<file path="src/rtl/mem_arb_pkg.sv">
// Shared types for the CPU/DMA memory arbiter: FSM state encoding and the
// Grant output encoding.
package mem_arb_pkg;

  typedef enum logic [1:0] {
    IDLE  = 2'd0,
    ISSUE = 2'd1,
    WAIT  = 2'd2,
    DONE  = 2'd3
  } arb_state_e;

  localparam logic [1:0] GNT_NONE = 2'b00;
  localparam logic [1:0] GNT_CPU  = 2'b01;
  localparam logic [1:0] GNT_DMA  = 2'b10;

endpackage

</file>
<file path="src/rtl/mem_arb_select.sv">
// Winner selection between the CPU and DMA ports.
// Default build: fixed CPU priority, DMA forced through once the starvation
// count reaches MAX_BURST. With MEM_ARB_ROUND_ROBIN_EN defined the count is
// replaced by a last-grant flag and contention alternates strictly.
import mem_arb_pkg::*;

module mem_arb_select #(
`ifdef MEM_ARB_ROUND_ROBIN_EN
  parameter int UNUSED_W  = 1
`else
  parameter int MAX_BURST = 4,
  parameter int CNT_W     = 3
`endif
) (
  input  logic             cpu_req_i,
  input  logic             dma_req_i,
`ifdef MEM_ARB_ROUND_ROBIN_EN
  input  logic             last_dma_i,
`else
  input  logic [CNT_W-1:0] starv_cnt_i,
`endif
  output logic [1:0]       gnt_o
);

  // Pick the winner for the current IDLE cycle; GNT_NONE when nobody asks.
  always_comb begin
    gnt_o = GNT_NONE;
    if (cpu_req_i && dma_req_i) begin
`ifdef MEM_ARB_ROUND_ROBIN_EN
      gnt_o = last_dma_i ? GNT_CPU : GNT_DMA;
`else
      gnt_o = (starv_cnt_i == CNT_W'(MAX_BURST)) ? GNT_DMA : GNT_CPU;
`endif
    end else if (cpu_req_i) begin
      gnt_o = GNT_CPU;
    end else if (dma_req_i) begin
      gnt_o = GNT_DMA;
    end
  end

endmodule

</file>
<file path="src/rtl/mem_arbiter.sv">
// Arbiter sharing one memory macro between the CPU and a DMA/loader port.
// One transaction at a time: IDLE -> ISSUE -> (WAIT x MEM_LATENCY) -> DONE.
// Optional macro MEM_ARB_ROUND_ROBIN_EN swaps the starvation-bounded CPU
// priority for strict alternation under contention.
//
//   state | meaning
//   IDLE  | sample requests, latch winner's command
//   ISSUE | drive Mem_En (and Mem_Write) for one cycle
//   WAIT  | count down memory latency, capture read data on last cycle
//   DONE  | one-cycle Ack to the winner
import mem_arb_pkg::*;

module mem_arbiter #(
  parameter int ADDR_WIDTH  = 32,
  parameter int DATA_WIDTH  = 32,
  parameter int MEM_LATENCY = 1,
  parameter int MAX_BURST   = 4
) (
  input  logic                  clk,
  input  logic                  reset,
  input  logic                  CPU_Req,
  input  logic                  CPU_Write,
  input  logic [ADDR_WIDTH-1:0] CPU_Addr,
  input  logic [DATA_WIDTH-1:0] CPU_WData,
  output logic [DATA_WIDTH-1:0] CPU_RData,
  output logic                  CPU_Ack,
  input  logic                  DMA_Req,
  input  logic                  DMA_Write,
  input  logic [ADDR_WIDTH-1:0] DMA_Addr,
  input  logic [DATA_WIDTH-1:0] DMA_WData,
  output logic [DATA_WIDTH-1:0] DMA_RData,
  output logic                  DMA_Ack,
  output logic                  Mem_En,
  output logic                  Mem_Write,
  output logic [ADDR_WIDTH-1:0] Mem_Addr,
  output logic [DATA_WIDTH-1:0] Mem_WData,
  input  logic [DATA_WIDTH-1:0] Mem_RData,
  output logic [1:0]            Grant
);

  localparam int LAT_W = (MEM_LATENCY > 1) ? $clog2(MEM_LATENCY) : 1;
  localparam int CNT_W = $clog2(MAX_BURST + 1);

  arb_state_e            state_q, state_d;
  logic                  wr_q, wr_d;
  logic [ADDR_WIDTH-1:0] addr_q, addr_d;
  logic [DATA_WIDTH-1:0] wdata_q, wdata_d;
  logic [1:0]            gnt_q, gnt_d;
  logic [LAT_W-1:0]      lat_q, lat_d;
  logic [DATA_WIDTH-1:0] cpu_rdata_q, cpu_rdata_d;
  logic [DATA_WIDTH-1:0] dma_rdata_q, dma_rdata_d;
  logic [1:0]            sel_gnt;
`ifdef MEM_ARB_ROUND_ROBIN_EN
  logic                  last_dma_q, last_dma_d;
`else
  logic [CNT_W-1:0]      starv_q, starv_d;
`endif

`ifdef MEM_ARB_ROUND_ROBIN_EN
  mem_arb_select u_select (
    .cpu_req_i  (CPU_Req),
    .dma_req_i  (DMA_Req),
    .last_dma_i (last_dma_q),
    .gnt_o      (sel_gnt)
  );
`else
  mem_arb_select #(
    .MAX_BURST (MAX_BURST),
    .CNT_W     (CNT_W)
  ) u_select (
    .cpu_req_i   (CPU_Req),
    .dma_req_i   (DMA_Req),
    .starv_cnt_i (starv_q),
    .gnt_o       (sel_gnt)
  );
`endif

  // State and datapath registers; reset aborts any transaction in flight.
  always_ff @(posedge clk) begin
    if (reset) begin
      state_q     <= IDLE;
      wr_q        <= 1'b0;
      addr_q      <= '0;
      wdata_q     <= '0;
      gnt_q       <= GNT_NONE;
      lat_q       <= '0;
      cpu_rdata_q <= '0;
      dma_rdata_q <= '0;
`ifdef MEM_ARB_ROUND_ROBIN_EN
      last_dma_q  <= 1'b1;
`else
      starv_q     <= '0;
`endif
    end else begin
      state_q     <= state_d;
      wr_q        <= wr_d;
      addr_q      <= addr_d;
      wdata_q     <= wdata_d;
      gnt_q       <= gnt_d;
      lat_q       <= lat_d;
      cpu_rdata_q <= cpu_rdata_d;
      dma_rdata_q <= dma_rdata_d;
`ifdef MEM_ARB_ROUND_ROBIN_EN
      last_dma_q  <= last_dma_d;
`else
      starv_q     <= starv_d;
`endif
    end
  end

  // Next-state, command latching, latency countdown and read-data capture.
  always_comb begin
    state_d     = state_q;
    wr_d        = wr_q;
    addr_d      = addr_q;
    wdata_d     = wdata_q;
    gnt_d       = gnt_q;
    lat_d       = lat_q;
    cpu_rdata_d = cpu_rdata_q;
    dma_rdata_d = dma_rdata_q;
`ifdef MEM_ARB_ROUND_ROBIN_EN
    last_dma_d  = last_dma_q;
`else
    starv_d     = starv_q;
`endif
    case (state_q)
      IDLE: begin
        if (sel_gnt != GNT_NONE) begin
          state_d = ISSUE;
          gnt_d   = sel_gnt;
          if (sel_gnt == GNT_CPU) begin
            wr_d    = CPU_Write;
            addr_d  = CPU_Addr;
            wdata_d = CPU_WData;
          end else begin
            wr_d    = DMA_Write;
            addr_d  = DMA_Addr;
            wdata_d = DMA_WData;
          end
`ifdef MEM_ARB_ROUND_ROBIN_EN
          last_dma_d = (sel_gnt == GNT_DMA);
`else
          // Only CPU grants that bypass a waiting DMA count toward starvation.
          if (sel_gnt == GNT_CPU && DMA_Req) begin
            if (starv_q != CNT_W'(MAX_BURST)) starv_d = starv_q + CNT_W'(1);
          end else begin
            starv_d = '0;
          end
`endif
        end
      end
      ISSUE: begin
        state_d = wr_q ? DONE : WAIT;
        lat_d   = LAT_W'(MEM_LATENCY - 1);
      end
      WAIT: begin
        if (lat_q == '0) begin
          state_d = DONE;
          if (gnt_q == GNT_CPU) cpu_rdata_d = Mem_RData;
          else                  dma_rdata_d = Mem_RData;
        end else begin
          lat_d = lat_q - LAT_W'(1);
        end
      end
      DONE: state_d = IDLE;
      default: state_d = IDLE;
    endcase
  end

  // Outputs decoded from the current state and holding registers.
  always_comb begin
    Mem_En    = (state_q == ISSUE);
    Mem_Write = (state_q == ISSUE) && wr_q;
    Mem_Addr  = addr_q;
    Mem_WData = wdata_q;
    CPU_Ack   = (state_q == DONE) && (gnt_q == GNT_CPU);
    DMA_Ack   = (state_q == DONE) && (gnt_q == GNT_DMA);
    CPU_RData = cpu_rdata_q;
    DMA_RData = dma_rdata_q;
    Grant     = (state_q == IDLE) ? GNT_NONE : gnt_q;
  end

endmodule

</file>
<file path="config.mk">
export PLATFORM = sky130hd
export DESIGN_NAME = mem_arbiter
export DESIGN_NICKNAME = d
export VERILOG_FILES = /design/src/rtl/mem_arb_pkg.sv /design/src/rtl/mem_arb_select.sv /design/src/rtl/mem_arbiter.sv
export SDC_FILE = /design/constraint.sdc
export NUM_CORES = 1
export LEC_CHECK = 0
export CAP_MARGIN = 40
export CORE_MARGIN = 2
export CORE_UTILIZATION = 40
export DETAILED_ROUTE_END_ITERATION = 10
export PLACE_DENSITY_LB_ADDON = 0.2
export SLEW_MARGIN = 20
export SYNTH_ARGS = -nofsm -noshare
export SYNTH_HDL_FRONTEND = slang
export SYNTH_SLANG_ARGS = --single-unit
</file>
<file path="constraint.sdc">
create_clock -name clk -period 2 [get_ports clk]
set_clock_uncertainty 0.2 [all_clocks]
set_input_delay 0.4 -clock clk [delete_from_list [all_inputs] [get_ports clk]]
set_output_delay 0.4 -clock clk [all_outputs]
set_load 0.02 [all_outputs]
</file>
# Yosys cells after proc, flatten, opt, wreduce, memory -nomap -nowiden
# Cells that the tools add are included.
[word_totals] ff_bits=137 input_bits=166 out_inout_bits=134 wordCells=53
[op_classes] add_sub_neg=2 n_eq_ne=11 muxes=16 bitwise_logic=2 reduce_logical=13
[ops] operator="$mux 32" n=2
[ops] operator="$mux 2" n=7
[ops] operator="$reduce_and 3->1" n=3
[ops] operator="$pmux 2 s4" n=1
[ops] operator="$eq 2x1->1 const B" n=3
[ops] operator="$eq 2x2->1 const B" n=3
[ops] operator="$mux 3" n=2
[ops] operator="$logic_and 1x1->1" n=5
[ops] operator="$ne 2x2->1 const B" n=2
[ops] operator="$reduce_and 2->1" n=2
[ops] operator="$reduce_bool 2->1" n=2
[ops] operator="$add 3x1->3 const B" n=1
[ops] operator="$eq 3x3->1 const B" n=1
[ops] operator="$mux 1" n=3
[ops] operator="$ne 3x3->1 const B" n=1
[ops] operator="$logic_not 2->1" n=1
[ops] operator="$ne 2x1->1 const B" n=1
[ops] operator="$not 1->1" n=2
[ops] operator="$pmux 1 s2" n=1
[ops] operator="$sub 1x1->1 const B" n=1

# Logic depth before layout (Yosys ltp)
# Gate-level depths: netlist of the first run.
[logic_depth] depth_word=7 mapped_depth=8 mapped_depth_nobuf=5

# Hierarchy
# A second synthesis of the first run with hierarchy kept.
[hier_totals] cells_unflattened=708 area_unflattened_um2=5630.4
[by_module_without_submodules] module="mem_arbiter" n_inst=1 cells_each=704 area_per_inst_um2=5597.9 seq_area_each_um2=2722.6
[by_module_without_submodules] module="mem_arb_select" n_inst=1 cells_each=4 area_per_inst_um2=32.5 seq_area_each_um2=0.0

# Worst setup path before layout of the first run
# OpenSTA, ideal clock, no wires.
[synth_timing] path_kind="register to output" start="register state_q[0]" end="output Grant[0]" arrival_time_ps=1136 required_time_ps=1400 setup_slack_ps=264 stages_incl_launch_ff=5 n_path_buf=1 path_cell_list="dfxtp_1 > inv_1 > ha_1 > clkbuf_1 > nor2b_1"
[synth_between] elab_chain_cells=2
[synth_rtl] element="from (decl)" line="mem_arbiter.sv:44" text="arb_state_e state_q, state_d;"
[synth_rtl] element="from (signal assigned)" line="mem_arbiter.sv:95" text="state_q <= state_d;"
[synth_rtl] element="$logic_not 2->1" line="mem_arbiter.sv:180" text="Grant = (state_q == IDLE) ? GNT_NONE : gnt_q;"
[synth_rtl] element="$mux 2" line="mem_arbiter.sv:180"
[synth_rtl] element="to (decl)" line="mem_arbiter.sv:38" text="output logic [1:0] Grant"
# Every way passes these cells.

# Worst setup path after layout of the first run
[layout_timing] start="register addr_q[20], in the netlist Mem_Addr[20]" end="output Mem_Addr[20]"
[layout_lines] element="from (decl)" line="mem_arbiter.sv:46" text="logic [ADDR_WIDTH-1:0] addr_q, addr_d;"
[layout_lines] element="from (signal assigned)" line="mem_arbiter.sv:97" text="addr_q <= addr_d;"
[layout_lines] element="to (decl)" line="mem_arbiter.sv:35" text="output logic [ADDR_WIDTH-1:0] Mem_Addr,"
# No word-level cell between the ends.

==> reports/metrics.csv, run 1 <==
stage,metric,value,unit
floorplan,core_region_area,14500,um^2
cells_and_area,final_area,9860,um^2
global_routing,grt.total_usage,24.4,%
sta,rsz0062_at_grt,yes,
logic_synthesis,synth_top_family_by_area,compound AO/OA/AOI/OAI gates,
power_and_ir_drop,p_leak,0.00423,uW
logic_synthesis,synth_edf_count,0,
critical_path,cp_cell_sequence,clkdlybuf4s50_1,
floorplan,die_w,125,um
logic_synthesis,ys.flop_type,dfxtp_1,
logic_synthesis,synthAdderAreaFrac,1.27,%
logic_synthesis,synth.area.top_cells,"dfxtp_1, nand3_1, a311oi_1",
sta,fin_tns_setup,0,ns
min_path,hold_path.class,in2reg,
logic_synthesis,yosys-mux-area-fraction,0.170,%
run_status,status,"complete, no violations",
global_routing,grt_max_degree,53,
sta,clock.fmax,506,MHz
logic_synthesis,ys_ff_latch,136,
logic_synthesis,netlist_area,5890,um^2
critical_path,timing.rr.start,starv_q[0]$_SDFFE_PP0P_,
sta,whs,0.0617,ns
place,port_buffers,299,
drt,wl,19800,um
place,gp_congestion,0.851,
drt,vias,6314,
power_and_ir_drop,ir_drop,0.000702,V
cts,clkSlewWorstSetupHoldPaths,0.06,ns
global_routing,grt_pass1_vias,6032,
cts,worst_skew_pair.late_latency,0.41,ns
cts,cts_buffers,17,
logic_synthesis,ys_warn_count,0,
logic_synthesis,synth_area_leader_cell,dfxtp_1,
cts,clock_path_buffers,2,
cts,cts_root_buf,clkbuf_16,
critical_path,arrival,1.38,ns
logic_synthesis,seq_area_frac_synth,46.2,%
logic_synthesis,syn_inst,715,
logic_synthesis,synth_most_common_cell,dfxtp_1,
drt,drtIter0Drc,331,
logic_synthesis,ys_top_cells_by_count,"dfxtp_1, nand3_1, nor2_1, a21oi_1, nand2_1",
sta,min_period,1.98,ns
floorplan,die_area,15700,um^2
drt,wl_per_cell,16.7,um
floorplan,start_util,40.7,%
logic_synthesis,synthSimpleGateAreaFrac,18.9,%
drt,via_per_inst,5.33,
cts,htree_levels,4,
critical_path,worst-path-max-fanout,2,
drt,drt-pass1-iter-count,5,
power_and_ir_drop,p_per_area,1170,nW/um^2
cells_and_area,nets,1159,
logic_synthesis,async_flop_share,0,%
global_routing,antenna_found_initial,1,
logic_synthesis,synth_xor_area_share,0,%
critical_path,cp_slowest_cell,clkdlybuf4s50_1,
critical_path,path_class,reg2out,
power_and_ir_drop,p_total,11500,uW
sta,finalCritPeriodShare,98.8,%
cells_and_area,final_layout_size_suffix_gt1_share,10.0,%
place,placed_area,9140,um^2
logic_synthesis,ys_types,31,
place,dp_hpwl,13700,um
sta,hold_viol_final,0,
flow_run,cap_violations,0,
critical_path,path_buf_inv,1,
min_path,hp-start,reset,
cells_and_area,instances_no_fill,1185,
drt,drc,0,
logic_synthesis,synth_compound_area_share,26.6,%
sta,max_slew.worst_pin.slew,0.313,ns
critical_path,critPathLaunchType,register,
cts,cts_tree,built,
sta,relSlewSlack,79.1,%
cells_and_area,syn_to_final_growth,67.2,%
critical_path,end_kind,output port,
drt,ant_nets,0,
sta,setup_viol,0,
logic_synthesis,synth_nets,887,
cts,clock_sinks,136,
cells_and_area,n_fill_cell,1176,
global_routing,grt_overflow,0,
logic_synthesis,syn_area_per_cell,8.24,um^2
logic_synthesis,yosysTopAreaCellShare,46.2,%
critical_path,critical_path.max_stage_delay,0.63,ns
critical_path,cpLargestDelayFamily,buffers and inverters,
floorplan,io_pins,300,
critical_path,startpoint,Mem_Addr[20]$_SDFFE_PP0P_,
floorplan,rows,44,
place,dp_cells,1151,
sta,drv_slew,0,
global_routing,grt_pass1_wl,31100,um
floorplan,die_h,125,um
critical_path,required,1.40,ns
[metal layers]
metal / vias up / wire length [um] / global-route usage (%)
met3: 23 / 1660 / 8.04
met5: - / 0 / 0
met2: 248 / 9850 / 41.2
met1: 2922 / 7960 / 28.8
met4: 0 / 343 / 9.15
li1: 3121 / - / -
[registers in the layout, summed over array words and instances (netlist names)]
register	count
DMA_RData	32
gnt_q	2
CPU_RData	32
starv_q	3
Mem_WData	32
Mem_Addr	32
state_q	2
wr_q	1
[through the flow]
| step | utilization [%] | setup WS (ns) |
|---|---|---|
| after global routing | 68.1 | -0.0202 |
| final | 68.1 | 0.0245 |
| after global placement | 63.1 | -0.0636 |
| after detailed placement | 63.1 | -0.187 |
| after floorplan | - | 0.264 |
| after CTS | 67.3 | 0.000982 |
[final cells by class]
| class | count | area [um^2] | share of cell area [%] |
|---|---|---|---|
| Clock inverter | 12 | 174 | 1.76 |
| Inverter | 6 | 22.5 | 0.228 |
| Clock buffer | 20 | 457 | 4.63 |
| Timing Repair Buffer | 332 | 3460 | 35.1 |
| Antenna cell | 1 | 2.50 | 0.0254 |
| Tap cell | 184 | 230 | 2.34 |
| Multi-Input combinational cell | 494 | 2780 | 28.2 |
| Sequential cell | 136 | 2730 | 27.7 |
[path summary, 6_finish.rpt]
path	to	slack (ns)	cells after the start
max	Mem_Addr[20]	0.02	1
min reg2reg	CPU_RData[0]$_SDFFE_PP0P_	0.25	2
max reg2reg	Mem_WData[10]$_SDFFE_PP0P_	0.16	6
min	wr_q$_SDFFE_PP0P_	0.06	2
[report_power, final]
group          leakage (uW)  switching (uW)  total [uW]  internal, uW
logic               0.00281            2490        4540          2050
clock network      0.000298            1190        3340          2150
registers           0.00112             314        3650          3340
[cells in the final DEF, fill, tap and decap left out, types with 2 or more instances in the layout]
master,n
a21oi_1,68
a311oi_1,48
a311oi_2,18
a32oi_1,2
and3b_1,3
buf_12,13
buf_2,3
buf_4,23
bufinv_16,4
clkbuf_16,17
clkbuf_8,2
clkdlybuf4s50_1,229
clkinv_2,3
clkinvlp_4,4
dfxtp_1,132
dfxtp_2,4
dlygate4sd2_1,18
dlymetal6s2s_1,44
ha_1,6
inv_1,5
nand2_1,67
nand2b_1,2
nand3_1,98
nor2_1,69
nor2b_1,2
nor3b_1,2
o21ai_0,48
o21ai_1,50
[logic make-up after synthesis]
group                    after synthesis
AND/OR/NAND/NOR                      250
adder cells (fa/ha/maj)                6
AO/OA/AOI/OAI                        237
buffers and inverters                 85
flip-flops                           136
multiplexers                           1
[timing repair]
| item | CTS | global route |
|---|---|---|
| buffers inserted | 1 | 0 |
| endpoints found under the setup margin | 24 | 50 |
| resized for setup | 39 | 50 |
| pin swaps | 0 | 1 |
| hold buffers | 0 | 0 |
No activity file was read; power rests on OpenSTA's default activity.
==> run 2, diff against run 1 <==
--- a/config.mk
+++ b/config.mk
@@ -9,6 +9,7 @@
 export CORE_MARGIN = 2
 export CORE_UTILIZATION = 40
 export DETAILED_ROUTE_END_ITERATION = 10
+export GPL_TIMING_DRIVEN = 0
 export PLACE_DENSITY_LB_ADDON = 0.2
 export SLEW_MARGIN = 20
 export SYNTH_ARGS = -nofsm -noshare
==> run 2 against run 1 <==
- clock power grew 5%
- first-iteration DRC count is 15% higher
- via count grew 5.1%
- register-to-register slack got worse by 0.07 ns
- total power grew 3.2%
- critical path depth unchanged
- routed wire length grew 9.2%
- sequential power about the same
- worst hold slack improved by 0.19 ns
- global-route usage grew 2.0 points
- combinational power grew 4%
- fmax fell by 0.45%
==> reports/metrics.csv, run 2 (synthesized netlist as in run 1, its figures left out) <==
stage,metric,value,unit
sta,relSlewSlack,52.0,%
critical_path,end_kind,output port,
global_routing,grt_pass1_wl,33100,um
critical_path,timing.rr.start,starv_q[0]$_SDFFE_PP0P_,
critical_path,arrival,1.38,ns
drt,ant_nets,0,
cts,clock_path_buffers,2,
floorplan,io_pins,300,
cells_and_area,nets,1210,
critical_path,worst-path-max-fanout,2,
sta,min_period,1.98,ns
floorplan,die_area,15700,um^2
critical_path,path_class,reg2out,
cells_and_area,final_common_cell,clkdlybuf4s50_1,
critical_path,cpLargestDelayFamily,buffers and inverters,
cells_and_area,num_antenna_cells,0,
drt,via_per_inst,5.37,
sta,drv_slew,0,
sta,finalCritPeriodShare,99.2,%
floorplan,die_h,125,um
critical_path,cp_cell_sequence,clkdlybuf4s50_1,
drt,wl_per_cell,17.5,um
global_routing,grt.total_usage,26.4,%
power_and_ir_drop,sequentialPowerShare,30.9,%
power_and_ir_drop,p_total,11900,uW
critical_path,reg2regPathDepth,6,
cts,cts_buffers,17,
sta,clock.fmax,504,MHz
critical_path,required,1.40,ns
cells_and_area,final_cell_mix,"clkdlybuf4s50_1, dfxtp_1, nand3_1, nor2_1, a21oi_1",
cells_and_area,final_layout_size_suffix_gt1_share,11.7,%
cts,clkSlewWorstSetupHoldPaths,0.06,ns
place,dp_hpwl,15700,um
power_and_ir_drop,ir_drop,0.000712,V
place,pre_cts_ws,-0.447,ns
global_routing,grt_overflow,0,
power_and_ir_drop,p_comb_share,39.5,%
power_and_ir_drop,p_sw_share,35.1,%
cts,clock_sinks,136,
floorplan,die_w,125,um
floorplan,core_region_area,14500,um^2
run_status,status,"complete, no violations",
floorplan,start_util,40.7,%
min_path,hold_depth,2,
min_path,hp-start,CPU_RData[2]$_SDFFE_PP0P_,
floorplan,rows,44,
critical_path,r2r_end,wr_q$_SDFFE_PP0P_,
power_and_ir_drop,power.internal,7720,uW
cells_and_area,n_fill_cell,1222,
global_routing,grt_max_degree,17,
flow_run,cap_violations,0,
drt,drc,0,
cts,worst_skew_pair.late_latency,0.42,ns
drt,drt-pass1-iter-count,5,
sta,max_slew.worst_pin.slew,0.720,ns
power_and_ir_drop,p_leak,0.00446,uW
min_path,hold_end,CPU_RData[2]$_SDFFE_PP0P_,
cells_and_area,syn_to_final_growth,69.7,%
drt,drtIter0Drc,379,
global_routing,grt_pass1_vias,6265,
critical_path,path_buf_inv,1,
place,port_buffers,297,
drt,vias,6634,
cts,cts_root_buf,clkbuf_16,
min_path,hold_path.class,reg2reg,
sta,setup_ws,0.0157,ns
sta,setup_viol,0,
sta,hold_viol_final,0,
cts,htree_levels,4,
power_and_ir_drop,p_per_area,1190,nW/um^2
power_and_ir_drop,pwr-share-clk,29.6,%
critical_path,critical_path.max_stage_delay,0.63,ns
power_and_ir_drop,switching_power,4180,uW
critical_path,cp_slowest_cell,clkdlybuf4s50_1,
global_routing,antenna_found_initial,0,
place,gp_congestion,0.839,
critical_path,critPathLaunchType,register,
cts,hold_buffers,0,
critical_path,ff2ff_setup_slack,0.09,ns
sta,rsz0062_at_grt,yes,
cts,cts_tree,built,
drt,wl,21600,um
## run 2: how the worst max path moves through the flow
stage | from | endpoint | slack (ns) | cells after the start
global placement | gnt_q[0]$_SDFFE_PP0P_ | CPU_Ack | -0.43 | 4
floorplan | state_q[0]$_SDFFE_PP0P_ | Grant[0] | 0.26 | 4
detailed placement | gnt_q[0]$_SDFFE_PP0P_ | CPU_Ack | -0.45 | 4
CTS | gnt_q[0]$_SDFFE_PP0P_ | CPU_Ack | -0.06 | 4
finish | CPU_RData[18]$_SDFFE_PP0P_ | CPU_RData[18] | 0.02 | 1
global route | state_q[0]$_SDFFE_PP0P_ | Grant[1] | -0.01 | 5
## run 2: layout make-up
cell class                      instances  area (um^2)  share of cell area, %
Timing Repair Buffer                  305         3130                   31.3
Multi-Input combinational cell        494         2800                   28.0
Sequential cell                       136         2740                   27.3
Clock buffer                           21          470                   4.70
Buffer                                 78          423                   4.23
Tap cell                              184          230                   2.30
Clock inverter                         11          194                   1.94
Inverter                                6         22.5                  0.225
## run 2: what timing repair did
item                                   CTS  global route
setup buffers                            5             3
resized for setup                       60            89
endpoints found under the hold margin    0             0
pin swaps                                1             0
setup endpoints to repair               29           142
## run 2: power by group through the flow
stage | Combinational, uW | Sequential, uW | Clock, uW
floorplan | 1830 | 4390 | 0
global placement | 4580 | 3700 | 0
detailed placement | 4610 | 3720 | 0
CTS | 4680 | 3670 | 3540
global route | 5050 | 3740 | 3670
finish | 4700 | 3670 | 3520
## run 2: routing by layer
layer  up-vias  part of all wire, %  track usage (%)
li1       3227                    -                -
met1      3095                   40             30.6
met2       277                   50             45.5
met3        35                  7.9             8.39
met4         0                  2.0             9.74
met5         -                    0                0
## run 2: through the flow
stage	instance area (um^2)	hold WS, ns	utilization, %	setup TNS [ns]	cells
6_report	10000	0.250	69.1	0	1235
3_3_place_gp	9100	0.242	62.8	-20.14	1196
3_5_place_dp	9100	0.246	62.8	-22.68	1196
2_1_floorplan	5890	0.249	-	0	715
5_1_grt	10000	0.263	69.1	-0.0382	1235
4_1_cts	9800	0.254	67.7	-0.0612	1233
## run 2: worst reg2reg max path: cells and delay by family, from the launching register on
kind            cells  cell delay, ns
compound gates      1            0.30
fa+ha+maj           1            0.25
buf+inv             2            0.41
flops               1            0.36
simple gates        2            0.31
